`config.mk`:
```
export PLATFORM = sky130hd
export DESIGN_NAME = tlu_stream_arb_flat
export DESIGN_NICKNAME = d
export VERILOG_FILES = /design/src/rtl/tlu_stream_arb_if.sv /design/src/rtl/tlu_stream_arb.sv /design/src/flat_wrapper.sv
export SDC_FILE = /design/constraint.sdc
export NUM_CORES = 1
export LEC_CHECK = 0
export CORE_ASPECT_RATIO = 0.9
export CORE_MARGIN = 5
export CORE_UTILIZATION = 39
export CTS_BUF_LIST = sky130_fd_sc_hd__clkbuf_4 sky130_fd_sc_hd__clkbuf_8
export DETAILED_ROUTE_END_ITERATION = 7
export GPL_ROUTABILITY_DRIVEN = 0
export PLACE_DENSITY = 0.81
export SKIP_LAST_GASP = 1
export SYNTH_ARGS = -nofsm -noshare
export SYNTH_HDL_FRONTEND = slang
export SYNTH_SLANG_ARGS = --single-unit
```
`constraint.sdc`:
```
create_clock -name BUS_CLK -period 2.3 [get_ports BUS_CLK]
set_input_delay 0.46 -clock BUS_CLK [delete_from_list [all_inputs] [get_ports BUS_CLK]]
set_output_delay 0.46 -clock BUS_CLK [all_outputs]
set_load 0.02 [all_outputs]
```
`src/rtl/tlu_stream_arb_if.sv`:
```
// rtl/tlu_stream_arb_if.sv - handshake bundle between FWFT sources, the arbiter and stream_fifo
interface tlu_stream_arb_if #(
  parameter int N_SRC = 4
) ();
  logic [N_SRC-1:0]    SRC_EN;
  logic [N_SRC-1:0]    SRC_EMPTY;
  logic [16*N_SRC-1:0] SRC_DATA;
  logic [N_SRC-1:0]    SRC_READ;
  logic                FIFO_READ;
  logic                FIFO_EMPTY;
  logic [15:0]         FIFO_DATA;

  // master is the arbiter side; slave is the sources plus stream_fifo side
  modport master (
    input  SRC_EN, SRC_EMPTY, SRC_DATA, FIFO_READ,
    output SRC_READ, FIFO_EMPTY, FIFO_DATA
  );
  modport slave (
    output SRC_EN, SRC_EMPTY, SRC_DATA, FIFO_READ,
    input  SRC_READ, FIFO_EMPTY, FIFO_DATA
  );
endinterface

```
`src/rtl/tlu_stream_arb.sv`:
```
// rtl/tlu_stream_arb.sv - round-robin bounded-burst arbiter of FWFT sources onto stream_fifo
// Optional per-grant header word (16'hFF00|G) is built when STREAM_ARB_HEADER_EN is defined.
module tlu_stream_arb #(
  parameter int N_SRC     = 4,
  parameter int MAX_BURST = 64
) (
  input  logic             BUS_CLK,
  input  logic             BUS_RST_N,
  tlu_stream_arb_if.master bus,
  output logic [2:0]       GRANT_ID,
  output logic             BUSY,
  output logic [31:0]      WORD_CNT
);

`ifdef STREAM_ARB_HEADER_EN
  typedef enum logic [1:0] {S_IDLE, S_HDR, S_GRANT} state_t;
`else
  typedef enum logic [1:0] {S_IDLE, S_GRANT} state_t;
`endif

  state_t             state;
  logic [2:0]         last;
  logic [7:0]         burst_cnt;
  logic [7:0]         en_pad;
  logic [7:0]         empty_pad;
  logic [7:0]         req_pad;
  logic [127:0]       data_pad;
  logic               found;
  logic [2:0]         next_g;
  logic [3:0]         probe;
  logic               g_empty;
  logic               pop;
  logic               burst_done;
  logic               fifo_empty;
  logic [15:0]        fifo_data;
  logic [N_SRC-1:0]   src_read;

  // Pad to 8 sources so the 3-bit grant index can address every vector directly;
  // padded slots read as disabled and empty.
  assign en_pad    = 8'(bus.SRC_EN);
  assign empty_pad = ~8'(~bus.SRC_EMPTY);
  assign req_pad   = en_pad & ~empty_pad;
  assign data_pad  = 128'(bus.SRC_DATA);

  always_comb begin
    found  = 1'b0;
    next_g = '0;
    probe  = '0;
    for (int k = 1; k <= N_SRC; k++) begin
      probe = 4'(last) + 4'(k);
      if (probe >= 4'(N_SRC)) probe = probe - 4'(N_SRC);
      if (!found && req_pad[probe[2:0]]) begin
        found  = 1'b1;
        next_g = probe[2:0];
      end
    end
  end

  assign g_empty    = empty_pad[GRANT_ID] | ~en_pad[GRANT_ID];
  assign pop        = (state == S_GRANT) && bus.FIFO_READ && !g_empty;
  assign burst_done = pop && (burst_cnt == 8'(MAX_BURST - 1));

  always_comb begin
    fifo_empty = 1'b1;
    fifo_data  = '0;
    case (state)
`ifdef STREAM_ARB_HEADER_EN
      S_HDR: begin
        fifo_empty = 1'b0;
        fifo_data  = 16'hFF00 | {13'd0, GRANT_ID};
      end
`endif
      S_GRANT: begin
        fifo_empty = g_empty;
        fifo_data  = data_pad[{GRANT_ID, 4'b0000} +: 16];
      end
      default: ;
    endcase
  end

  always_comb begin
    src_read = '0;
    for (int i = 0; i < N_SRC; i++) begin
      src_read[i] = pop && (GRANT_ID == 3'(i));
    end
  end

  assign bus.FIFO_EMPTY = fifo_empty;
  assign bus.FIFO_DATA  = fifo_data;
  assign bus.SRC_READ   = src_read;

  always_ff @(posedge BUS_CLK or negedge BUS_RST_N) begin
    if (!BUS_RST_N) begin
      state     <= S_IDLE;
      last      <= 3'(N_SRC - 1);
      burst_cnt <= '0;
      GRANT_ID  <= '0;
      BUSY      <= 1'b0;
      WORD_CNT  <= '0;
    end else begin
      case (state)
        S_IDLE: begin
          if (found) begin
            GRANT_ID  <= next_g;
            BUSY      <= 1'b1;
            burst_cnt <= '0;
`ifdef STREAM_ARB_HEADER_EN
            state     <= S_HDR;
`else
            state     <= S_GRANT;
`endif
          end
        end
`ifdef STREAM_ARB_HEADER_EN
        S_HDR: begin
          if (bus.FIFO_READ) state <= S_GRANT;
        end
`endif
        S_GRANT: begin
          if (pop) begin
            WORD_CNT  <= WORD_CNT + 32'd1;
            burst_cnt <= burst_cnt + 8'd1;
          end
          // Drained/disabled source or full burst both hand the bus back via IDLE
          if (g_empty || burst_done) begin
            state    <= S_IDLE;
            last     <= GRANT_ID;
            GRANT_ID <= '0;
            BUSY     <= 1'b0;
          end
        end
        default: state <= S_IDLE;
      endcase
    end
  end

endmodule
```
`src/flat_wrapper.sv`:
```
// flat-port wrapper written by rule: the top's interface ports become plain ports
module tlu_stream_arb_flat 
#(
  parameter int N_SRC     = 4,
  parameter int MAX_BURST = 64
)
  (BUS_CLK, BUS_RST_N, GRANT_ID, BUSY, WORD_CNT, bus_SRC_EN, bus_SRC_EMPTY, bus_SRC_DATA, bus_FIFO_READ, bus_SRC_READ, bus_FIFO_EMPTY, bus_FIFO_DATA);
  tlu_stream_arb_if #(.N_SRC(N_SRC)) bus_i ();
  input  logic BUS_CLK;
  input  logic BUS_RST_N;
  output logic [2:0] GRANT_ID;
  output logic BUSY;
  output logic [31:0] WORD_CNT;
  input wire logic [$bits(bus_i.SRC_EN)-1:0] bus_SRC_EN;
  input wire logic [$bits(bus_i.SRC_EMPTY)-1:0] bus_SRC_EMPTY;
  input wire logic [$bits(bus_i.SRC_DATA)-1:0] bus_SRC_DATA;
  input wire logic [$bits(bus_i.FIFO_READ)-1:0] bus_FIFO_READ;
  output wire logic [$bits(bus_i.SRC_READ)-1:0] bus_SRC_READ;
  output wire logic [$bits(bus_i.FIFO_EMPTY)-1:0] bus_FIFO_EMPTY;
  output wire logic [$bits(bus_i.FIFO_DATA)-1:0] bus_FIFO_DATA;
  assign bus_i.SRC_EN = bus_SRC_EN;
  assign bus_i.SRC_EMPTY = bus_SRC_EMPTY;
  assign bus_i.SRC_DATA = bus_SRC_DATA;
  assign bus_i.FIFO_READ = bus_FIFO_READ;
  assign bus_SRC_READ = bus_i.SRC_READ;
  assign bus_FIFO_EMPTY = bus_i.FIFO_EMPTY;
  assign bus_FIFO_DATA = bus_i.FIFO_DATA;
  tlu_stream_arb #(.N_SRC(N_SRC), .MAX_BURST(MAX_BURST)) u_core (.BUS_CLK(BUS_CLK), .BUS_RST_N(BUS_RST_N), .bus(bus_i), .GRANT_ID(GRANT_ID), .BUSY(BUSY), .WORD_CNT(WORD_CNT));
endmodule
```
**After elaboration in Yosys (flattened, before gate mapping)**

Index checks and enable logic that the tools add are counted.

- Register bits: 49
- Bits in latches: 0
- Bits in writable memories: 0
- ROM bits: 0
- Input port bits: 75
- Output and inout port bits: 57
- Memories: 0

- Add/sub/neg operators: 10
- Multiply operators: 0
- Divide/modulo/power cells: 0
- $lt $le $gt $ge: 9
- Equal/unequal tests: 8
- Shift-type cells: 1
- Multiplexer cells: 38
- Bitwise logic cells: 6
- Reduce and logical (&&, ||, !) cells: 23

Operators by type and width:

| kind | number |
|---|---|
| $shiftx A128 B8 Y16 | 1 |
| $add A32 B1 Y32 const B | 1 |
| $mux W3 | 10 |
| $lt A3 B4 Y1 const B | 5 |
| $bmux W1 S3 | 6 |
| $ge A4 B3 Y1 const B | 4 |
| $mux W16 | 1 |
| $mux W8 | 2 |
| $not A8 Y8 | 2 |
| $pmux W8 S2 | 1 |
| $mux W1 | 13 |
| $sub A3 B3 Y3 const B | 4 |
| $logic_and A1 B1 Y1 | 10 |
| $add A3 B2 Y4 const B | 2 |
| $add A8 B1 Y8 const B | 1 |
| $and A4 B8 Y8 | 1 |
| $eq A8 B6 Y1 const B | 1 |
| $not A4 Y8 | 1 |
| $eq A3 B2 Y1 const B | 2 |
| $pmux W3 S2 | 1 |
| $reduce_and A2 Y1 | 3 |
| $reduce_and A3 Y1 | 2 |
| $add A3 B1 Y4 const B | 1 |
| $add A3 B3 Y4 const B | 1 |
| other kinds (14) | 19 |

**Longest topological paths before layout**

- Depth in word-level cells: 18
- Depth in mapped cells: 9
- Depth with buffers taken out: 8

**Least setup slack after synthesis**

No wires, ideal clock.

- Path kind: register -> output
- Start: register u_core.GRANT_ID[1]
- End: output bus_SRC_READ[1]
- Arrival: 2011 ps
- Required time: 1840 ps
- Setup slack: -171 ps
- Cell stages (with the launch flop): 6
- Buffers on the path: 1
- Cell sequence: dfrtp_1 mux4_2 nor3_1 buf_2 nand2_1 nor2_1

- Word-level cells in the longest chain between the ends: 7
- Elaborated cells between the ends (all ways): 10
- Classes of those cells: eq/ne (1); mux (4); bitwise (2); reduce/logical (3)

Ends and longest elaborated chain:

| item | RTL line | RTL |
|---|---|---|
| from (decl) | tlu_stream_arb.sv:10 | `output logic [2:0] GRANT_ID,` |
| from (signal assigned) | tlu_stream_arb.sv:104 | `GRANT_ID <= next_g;` |
| $bmux W1 S3 | tlu_stream_arb.sv:59 | `assign g_empty = empty_pad[GRANT_ID] \| ~en_pad[GRANT_ID];` |
| $mux W1 (implied by the code) | tlu_stream_arb.sv:59 |  |
| $not A1 Y1 | tlu_stream_arb.sv:59 |  |
| $or A1 B1 Y1 | tlu_stream_arb.sv:59 |  |
| $logic_not A1 Y1 | tlu_stream_arb.sv:60 | `assign pop = (state == S_GRANT) && bus.FIFO_READ && !g_empty;` |
| $logic_and A1 B1 Y1 | tlu_stream_arb.sv:60 |  |
| $logic_and A1 B1 Y1 (*) | tlu_stream_arb.sv:84 | `src_read[i] = pop && (GRANT_ID == 3'(i));` |
| to (decl) | flat_wrapper.sv:18 | `output wire logic [$bits(bus_i.SRC_READ)-1:0] bus_SRC_READ;` |

Mark *: on every way between the ends. The rest lies on a longest branch, timed or not. The select of a mux whose other input is x is not followed.

**Final worst setup path**

- Start: input bus_SRC_EN[0]
- End: output bus_SRC_READ[1]

- Word-level cells in the longest chain between the ends: 7

Ends and longest elaborated chain:

| item | RTL line | RTL |
|---|---|---|
| from (decl) | flat_wrapper.sv:14 | `input wire logic [$bits(bus_i.SRC_EN)-1:0] bus_SRC_EN;` |
| $bmux W1 S3 | tlu_stream_arb.sv:59 |  |
| $mux W1 (implied by the code) | tlu_stream_arb.sv:59 |  |
| $not A1 Y1 | tlu_stream_arb.sv:59 |  |
| $or A1 B1 Y1 | tlu_stream_arb.sv:59 |  |
| $logic_not A1 Y1 | tlu_stream_arb.sv:60 |  |
| $logic_and A1 B1 Y1 | tlu_stream_arb.sv:60 |  |
| $logic_and A1 B1 Y1 | tlu_stream_arb.sv:84 |  |

Every way passes these cells. The select of a mux whose other input is x is not followed.

==> summary by stage <==
STA
Setup repair after global routing could not meet its margin everywhere. The final hold slack is 0.481 ns. After layout, the worst setup slack is -0.0151 ns.

The number of max-slew violations in the final report was 0. At the pin with the least slew margin, the transition time is 0.368 ns. The worst pin sits at a relative slew slack of 0.753. Setup violations remaining at the end of the flow were counted as 1.

Based on the critical path, the design can be clocked at up to 0.432 GHz. The minimum clock period after layout is 2.32 ns. Dividing the final minimum period by the clock period gives 1.01. The setup skew after layout is 0.0102 ns. The count of final hold-check violations came to 0.

Power
Dividing total power by cell area gives a power density of 788 nW/um^2. IR analysis of the VDD net gives a maximum drop of 341 uV. The analysis attributes to net switching a power of 1.39 mW.

The share of total power dissipated in the clock network is 0.186. The leakage power total is 2.10 nW. The share of power burned in combinational logic is 0.551.

The share of total power dissipated in sequential elements is 0.263. The switching power as a share of total power is 0.360. The internal portion of the total power is 2.47 mW.

Drt
The count of nets left with antenna violations once routing finished came out at 0. The DRC violation count after routing is 0. The first routing iteration left 148 violations.

The final route contains 2827 vias. Dividing the detail-routed via count by the number of cells gives 5.09. The first detailed-routing pass ran for 4 iterations. After detailed routing, the total wire length is 9.25 mm. The routed length per instance is 16.7 um.

Clock network
The maximum buffer depth of the clock tree is 2. The clock tree from TritonCTS is done. The number of H-tree levels is 2. The tree is rooted in a clkbuf_8.

For the worst-skew pair, the clock arrives at the later sink with an insertion delay of 0.30 ns. The clock net in this run drives a total of 47 sinks. The clock-pin transition on the worst setup and hold timing paths is 0.09 ns. The TritonCTS buffer count is 5.

Placed design
In this run the tool buffered the top-level ports with 131 buffer cells. Once detailed placement completed, the half-perimeter wirelength came to 7.06 mm. The number of cells after detailed placement is 536. In this run the cell area measured after placement is 4670 um^2.

Worst setup path
STA classifies the critical path startpoint as an input pin. The cell count of the worst reg-to-reg path is 7. Among all stages on the critical path, the largest delay is contributed by mux4_2. For the worst setup path, the data required time is 1.84 ns. The worst setup path is of the input pin to output port kind. The kind of capture point of the worst setup path is an output port. Setup slack on the worst reg-to-reg path comes out at 0.09 ns. The critical register-to-register path startpoint is u_core.GRANT_ID[0]. The critical path goes through clkdlybuf4s15_1 -> nand2b_4 -> mux4_2 -> nor3_4 -> nand2_1 -> nor2_2 -> buf_6. On the worst path, the slowest cell contributes a delay of 0.54 ns.

The critical-path maximum fanout is 3. In this run the critical register-to-register path is captured at u_core.WORD_CNT[22]. The arrival time at the worst endpoint is 1.86 ns.

Floorplan
The die boundary height is 93.1 um. The chip width is 102 um. The area of the die is 9520 um^2. The floorplan row count is 30. The core outline area is 7510 um^2. For this configuration, the core starts out at a cell density of 0.398.

For this design the top-level I/O count stands at 132.

Status
The final reports fail on setup timing. The flow ran to the end, but the final reports show violations.

GRT
Entering global routing, the biggest net connects 46 pins. The via count of the first global-routing pass was 2967. The initial antenna violation count was 0.

The global router's overall resource usage is 0.194. The first-pass GRT wire length is 14.7 mm. The residual overflow from global routing is 0.

Hold path
The launch instance of the worst min-delay path is u_core.WORD_CNT[31]. Counting instances, the worst hold path has a depth of 1. The class of the tightest hold or removal check is flip-flop to flip-flop.

The end point of the worst hold path is u_core.WORD_CNT[31].

Finish
In the final layout, flip-flops and latches occupy 1180 um^2. The number of antenna diodes in the final layout is 0. Leaving out fill and tap cells, the most frequent cells in the layout are clkdlybuf4s50_1 (100), dfrtp_1 (43), buf_4 (40), nand2_1 (36), xnor2_1 (26). The layout net count is 537.

Once layout is complete, the utilization of the core stands at 0.652. The library cell used most frequently in the layout, excluding fill and tap cells, is clkdlybuf4s50_1. The number of filler cells placed in the layout is 579. The share of final-layout standard cells stronger than drive strength 1 is 0.279. For this run, the number of standard cells in the final layout without fillers is 555. The footprint of the multi-input gates is 1830 um^2. After routing the design area is 4890 um^2. Compared with the post-synthesis result, the final layout area differs by 63.7%.

Logic synthesis
Of the total synthesized cell area, the portion taken by AND, OR, NAND and NOR gates is 0.249. In this run, synthesis inferred 0 flip-flops with an integrated enable. Of the synthesized area, sequential elements account for 0.394. The number of warnings printed during yosys synthesis is 0. For this run, asynchronously set or reset flops after synthesis account for 1.00. The share of Yosys cell area claimed by the top area cell type is 0.377. Counting flops and latches in the post-synthesis netlist gives 47. Yosys attributes the largest share of cell area to dfrtp_1 (38%), mux4_2 (14%), xnor2_1 (7.6%), nand2_1 (4.6%), nor2b_1 (4.2%).

The multiplexer share of the synthesized area is 0.160. The post-synthesis share of cell area spent on xor and xnor gates is 0.111. The adder-cell share of the synthesized area is 0.0167.

By area, the combinational part of the netlist is dominated by simple AND/OR/NAND/NOR gates. The post-synthesis cell type with the largest combined area is dfrtp_1. The synthesized-area fraction occupied by ao, oa, aoi and oai cells is 0.0444. Synthesis produced a netlist whose cell count is 288.

After synthesis the cells add up to 2990 um^2. The post-synthesis average cell area is 10.4 um^2. The number of different library cells used by synthesis comes to 46. The leading register cell type out of synthesis is dfrtp_1. The number of nets handed over by synthesis was 367.

Flow run
Max-cap violations in this run came to 0.
Yosys cell counts, drive strengths merged (8+ instances only):
library cell	count
nand2	38
nand3	15
nand4	9
and3	8
dfrtp	45
nor2b	20
clkbuf	9
xnor2	26
nor2	19
mux4	18
xor2	12
per-stage QoR:
stage / power, mW / setup TNS, ns / worst slack (ns)
2_1_floorplan: 2.19 / -0.00348 / -0.00348
3_3_place_gp: 3.04 / -20.41 / -0.853
3_5_place_dp: 3.08 / -22.44 / -0.912
4_1_cts: 3.89 / -0.0682 / -0.0680
5_1_grt: 4.09 / -0.468 / -0.0773
6_report: 3.86 / -0.0151 / -0.0151
flip-flops by register name, summed over array words and instances, names as in the netlist:
name,cells
u_core.BUSY,1
u_core.GRANT_ID,3
u_core.WORD_CNT,32
u_core.burst_cnt,8
u_core.last,3
per-layer routing:
layer	GRT usage	vias up	share of wire
met5	0	-	0
met4	0.0514	0	0.021
met3	0.0395	14	0.071
met2	0.345	95	0.51
met1	0.238	1360	0.39
li1	-	1358	-
final cells by class:
cell class                 count  area share
clock buffer                   6      0.0156
sequential                    47       0.241
inverter                       6     0.00460
clock inverter                 2      0.0123
timing repair buffer         175       0.327
tap                           96      0.0246
multi-input combinational    223       0.375
cell families after synthesis:
group,count (synthesis)
simple gates,136
flops,47
xor+xnor,38
mux,25
compound gates,20
buf+inv,18
fa+ha+maj,4
worst max-delay path by stage:
stage | to | slack (ns) | cells after the start | start
2_1_floorplan | bus_SRC_READ[1] | -0.003 | 6 | bus_SRC_EMPTY[3]
3_3_place_gp | bus_SRC_READ[2] | -0.85 | 7 | bus_SRC_EMPTY[1]
3_5_place_dp | bus_SRC_READ[2] | -0.91 | 7 | bus_SRC_EMPTY[1]
4_1_cts | bus_SRC_READ[2] | -0.07 | 7 | bus_SRC_EMPTY[3]
5_1_grt | bus_SRC_READ[0] | -0.08 | 6 | u_core.GRANT_ID[0]
6_report | bus_SRC_READ[1] | -0.02 | 7 | bus_SRC_EN[0]
what timing repair did:
action,in CTS,in global routing
resized for setup,114,25
pin swaps,3,7
hold buffers,1,0
setup buffers,7,2
hold endpoints to repair,2,0
endpoints found under the setup margin,52,22
gates cloned,2,0
critical path, delay by kind of cell:
family	cells	cell delay [ns]
and+or+nand+nor	4	0.50
muxes	1	0.54
buffers and inverters	2	0.36
power groups by stage:
stage | sequential, mW | combinational (mW) | clock [mW]
floorplan | 1.07 | 1.12 | 0
global placement | 1.01 | 2.03 | 0
detailed placement | 1.02 | 2.06 | 0
CTS | 1.02 | 2.14 | 0.734
global route | 1.02 | 2.29 | 0.777
finish | 1.01 | 2.13 | 0.717
No activity file was read; power rests on OpenSTA's default activity.
